**src/rtl/cla_pkg.sv**
```systemverilog
// cla_pkg: shared FSM state type and slice width for the sequential borrow-lookahead subtractor
package cla_pkg;
  localparam int NIBBLE_W = 4;
  typedef enum logic [1:0] {IDLE, CALC, DONE} state_t;
endpackage

```
**src/rtl/bla4_slice.sv**
```systemverilog
// bla4_slice: combinational 4-bit borrow-lookahead subtract slice
module bla4_slice
  import cla_pkg::*;
(
  input  logic [NIBBLE_W-1:0] a4,
  input  logic [NIBBLE_W-1:0] b4,
  input  logic                bi,
  output logic [NIBBLE_W-1:0] d4,
  output logic                bo
);
  logic [NIBBLE_W-1:0] g, p;
  logic [NIBBLE_W:0]   br;
  assign g = ~a4 & b4;
  assign p = ~(a4 ^ b4);
  always_comb begin
    br[0] = bi;
    for (int i = 0; i < NIBBLE_W; i++) br[i+1] = g[i] | (p[i] & br[i]);
  end
  assign d4 = a4 ^ b4 ^ br[NIBBLE_W-1:0];
  assign bo = br[NIBBLE_W];
endmodule

```
**src/rtl/bla_sub_seq.sv**
```systemverilog
// bla_sub_seq: nibble-serial a - b - bin through one time-multiplexed borrow-lookahead slice
// Define BLA_SUB_OVF_EN to register signed overflow on ovf; otherwise ovf is tied low.
module bla_sub_seq
  import cla_pkg::*;
#(
  parameter int WIDTH = 16
) (
  input  logic             clk,
  input  logic             rst_n,
  input  logic             in_valid,
  output logic             in_ready,
  input  logic [WIDTH-1:0] a,
  input  logic [WIDTH-1:0] b,
  input  logic             bin,
  output logic             out_valid,
  input  logic             out_ready,
  output logic [WIDTH-1:0] d,
  output logic             bout,
  output logic             ovf
);
  localparam int NN = WIDTH / NIBBLE_W;
  localparam int IW = (NN > 1) ? $clog2(NN) : 1;
  state_t state_q, state_d;
  logic [IW-1:0] idx_q, idx_d;
  logic [WIDTH-1:0] a_q, a_d, b_q, b_d, r_q, r_d, d_q, d_d;
  logic br_q, br_d, bout_q, bout_d;
  logic [NIBBLE_W-1:0] d4;
  logic bo, last;
  bla4_slice u_slice (
    .a4(a_q[idx_q*NIBBLE_W +: NIBBLE_W]),
    .b4(b_q[idx_q*NIBBLE_W +: NIBBLE_W]),
    .bi(br_q),
    .d4(d4),
    .bo(bo)
  );
  assign last      = idx_q == IW'(NN - 1);
  assign in_ready  = state_q == IDLE;
  assign out_valid = state_q == DONE;
  assign d         = d_q;
  assign bout      = bout_q;
  always_comb begin
    state_d = state_q;
    idx_d   = idx_q;
    a_d     = a_q;
    b_d     = b_q;
    r_d     = r_q;
    d_d     = d_q;
    br_d    = br_q;
    bout_d  = bout_q;
    if (state_q == IDLE && in_valid) begin
      a_d     = a;
      b_d     = b;
      br_d    = bin;
      idx_d   = '0;
      state_d = CALC;
    end else if (state_q == CALC) begin
      r_d[idx_q*NIBBLE_W +: NIBBLE_W] = d4;
      br_d  = bo;
      idx_d = idx_q + 1'b1;
      if (last) begin
        state_d = DONE;
        d_d     = r_d;
        bout_d  = bo;
      end
    end else if (state_q == DONE && out_ready) begin
      state_d = IDLE;
    end
  end
  always_ff @(posedge clk or negedge rst_n) begin
    if (!rst_n) begin
      state_q <= IDLE;
      idx_q   <= '0;
      a_q     <= '0;
      b_q     <= '0;
      r_q     <= '0;
      d_q     <= '0;
      br_q    <= 1'b0;
      bout_q  <= 1'b0;
    end else begin
      state_q <= state_d;
      idx_q   <= idx_d;
      a_q     <= a_d;
      b_q     <= b_d;
      r_q     <= r_d;
      d_q     <= d_d;
      br_q    <= br_d;
      bout_q  <= bout_d;
    end
  end
`ifdef BLA_SUB_OVF_EN
  logic ovf_q;
  // the MSB of the result comes straight from the slice on the final nibble
  always_ff @(posedge clk or negedge rst_n) begin
    if (!rst_n) ovf_q <= 1'b0;
    else if (state_q == CALC && last)
      ovf_q <= (a_q[WIDTH-1] ^ b_q[WIDTH-1]) & (a_q[WIDTH-1] ^ d4[NIBBLE_W-1]);
  end
  assign ovf = ovf_q;
`else
  assign ovf = 1'b0;
`endif
endmodule

```
**config.mk**
```make
export PLATFORM = sky130hd
export DESIGN_NAME = bla_sub_seq
export DESIGN_NICKNAME = d
export VERILOG_FILES = /design/src/rtl/cla_pkg.sv /design/src/rtl/bla4_slice.sv /design/src/rtl/bla_sub_seq.sv
export SDC_FILE = /design/constraint.sdc
export NUM_CORES = 1
export LEC_CHECK = 0
export CELL_PAD_IN_SITES_DETAIL_PLACEMENT = 0
export CELL_PAD_IN_SITES_GLOBAL_PLACEMENT = 1
export CORE_AREA = 4 4 102 104
export CTS_CLUSTER_DIAMETER = 50
export DETAILED_ROUTE_END_ITERATION = 7
export DIE_AREA = 0 0 106 108
export PLACE_DENSITY_LB_ADDON = 0.1
export REMOVE_ABC_BUFFERS = 1
export SYNTH_ARGS = -nofsm -noshare
export SYNTH_HDL_FRONTEND = slang
export SYNTH_SLANG_ARGS = --single-unit
```
**constraint.sdc**
```tcl
create_clock -name clk -period 3.2 [get_ports clk]
set_input_delay 0.96 -clock clk [delete_from_list [all_inputs] [get_ports clk]]
set_output_delay 0.96 -clock clk [all_outputs]
set_load 0.1 [all_outputs]
```
==> reports/results.ini <==
[run_status]
run_status = complete, no violations

[die]
rows = 36
die_y_um = 108
die_x_um = 106
start_util_pct = 34.3
dieArea_um2 = 11400
core_area_um2 = 9550
ios = 57

[worst_setup_path]
path_common_cell = fa_1
cp.buffers_inverters = 2
end_kind = flip-flop
crit_slowest_cell = mux4_2
worst_setup_path_start_kind = flip-flop
cp.required_ps = 3480
crit_type = reg -> reg
crit_chain = buf_4 -> mux4_2 -> fa_1 -> fa_1 -> inv_1 -> fa_1 -> nor2_1 -> a22o_1
critPathTopFamily = adder cells
critPathMaxFanout = 7
arrival_ps = 3320
cpPeakStageDelay_ps = 540

[finish]
fin_nets = 361
nFillCells = 951
drive_gt1_share_pct = 26.7
syn_to_final_growth_pct = 26.4
diodes = 0
fin_util_pct = 43.3

[hold_path]
hp-class = reg -> reg

[global_route]
gr-usage-all-layers_pct = 12.9
gr-total-overflow = 0
antenna_found_initial = 0
grt_pass1_wl_um = 11500
grt_pass1_vias = 2270
grt_max_degree = 44

[synthesis]
ys_seq_area_share_pct = 53.5
synth_area_leader_cell = dfrtp_1
synthMostInstantiatedCell = dfrtp_1
synth_flop_cell = dfrtp_1
synth_area_leaders = dfrtp_1 53%, mux2_2 10%, mux4_2 5.5%, nand2b_1 3.2%, a21oi_1 2.6%
ys_types = 30
synth_area_um2 = 3270
synth-edff-count = 0
synth_commonest_cells = 70 x dfrtp_1, 29 x mux2_2, 21 x nor2_1, 17 x a21oi_1, 17 x nand2b_1
synthArstFlopShare_pct = 100
post_synth_inst_count = 256
synth_area_per_cell_um2 = 12.8
ys_ff_latch = 70
synth.yosys.warnings = 0
yosysTopAreaCellShare_pct = 53.5

[placement]
place_congestion = 0.711
post-dp-hpwl_um = 4900
port_buffers = 55

[route]
routed_via_density = 4.81
dr_total_vias = 2169
detail_route.wl_per_cell_um = 15.1
drc = 0
drtPass1Iterations = 4
routed_wl_um = 6820
first_iter_violations = 44
ant_nets = 0

[timing]
tightestPinTransition_ps = 984
slew_headroom_pct = 34.4
max_freq_mhz = 329
finalSetupViolCount = 0
fin_crit_ps = 3040
hold_violations = 0
tns_ps = 0
slew_violations = 0
rsz0062_at_grt = no
fin_crit_sh_pct = 94.9
skew_ps = 10.7

[clock_network]
cts_buffer_depth = 2
clkTransAtPathRegs_ps = 80
cts_setup_buffers = 0
h-tree-depth = 3
cts_tree = built
clock_latency_ps = 340
cts_hold_buf = 0
post_cts_resized = 0
cts-root-buf = clkbuf_8
cts.sinks = 70
cts_buffers = 9

[job]
maxCapViolCount = 0

## kinds of logic (layout without fill, tap and decap cells)
kind of cell,count (synthesis),count (layout),synth area share [%]
simple gates,60,60,10.5
fa+ha+maj,10,10,4.74
other cells,1,1,0.115
flops,70,70,53.5
buf+inv,28,90,4.59
mux,41,41,16.9
compound gates,46,46,9.71
## area by class of cell
class	count	area (um2)	area share, %
sequential	70	1750	42.3
multi-input combinational	158	1370	33.2
timing repair buffer	66	593	14.3
tap	133	166	4.02
clock buffer	10	138	3.33
clock inverter	5	83.8	2.03
inverter	9	33.8	0.816
## registers in the layout, summed over array words and instances (netlist names)
| name | flops |
|---|---|
| a_q | 16 |
| b_q | 16 |
| bout | 1 |
| br_q | 1 |
| d | 16 |
| idx_q | 2 |
| r_q | 16 |
| state_q | 2 |
## metal layers
layer | global-route usage, % | up-vias | wire length, um
li1 | - | 1021 | -
met1 | 16.7 | 1085 | 3120
met2 | 20.6 | 54 | 3210
met3 | 3.88 | 9 | 384
met4 | 4.72 | 0 | 105
met5 | 0 | - | 0
## layout by cell type, fill, tap and decap left out, drive strengths merged, types with 3 or more instances in the layout
cell type / n
a32o: 8
a21oi: 17
nand2b: 17
mux4: 8
nand2: 5
inv: 9
clkbuf: 10
nor2: 21
nor2b: 9
dfrtp: 70
mux2: 33
fa: 4
ha: 6
o21ai: 3
buf: 31
a22o: 8
a31oi: 8
clkdlybuf4s50: 35
## final timing paths
| check | to | cells after the start | slack, ps | start |
|---|---|---|---|---|
| worst min-delay path | r_q[6] | 1 | 490 | r_q[6] |
| min in group asynchronous | d[3] | 1 | 780 | rst_n |
| worst max register to register | r_q[3] | 8 | 160 | idx_q[0] |
| worst min register to register | r_q[6] | 1 | 490 | r_q[6] |
| max in group asynchronous | r_q[7] | 2 | 1730 | rst_n |
| worst max-delay path | r_q[3] | 8 | 160 | idx_q[0] |
## through the flow
step | instance area, um2 | hold slack [ps] | setup slack [ps] | instances
2_1_floorplan | 3160 | 452 | 7.24 | 237
3_3_place_gp | 3920 | 467 | 255 | 436
3_5_place_dp | 3920 | 472 | 184 | 436
4_1_cts | 4140 | 491 | 149 | 451
5_1_grt | 4140 | 509 | 9.96 | 451
6_report | 4140 | 486 | 164 | 451
Power is left out: the tool's default activity adds up to more than one toggle a clock period on the data nets, which glitch-free logic cannot reach.
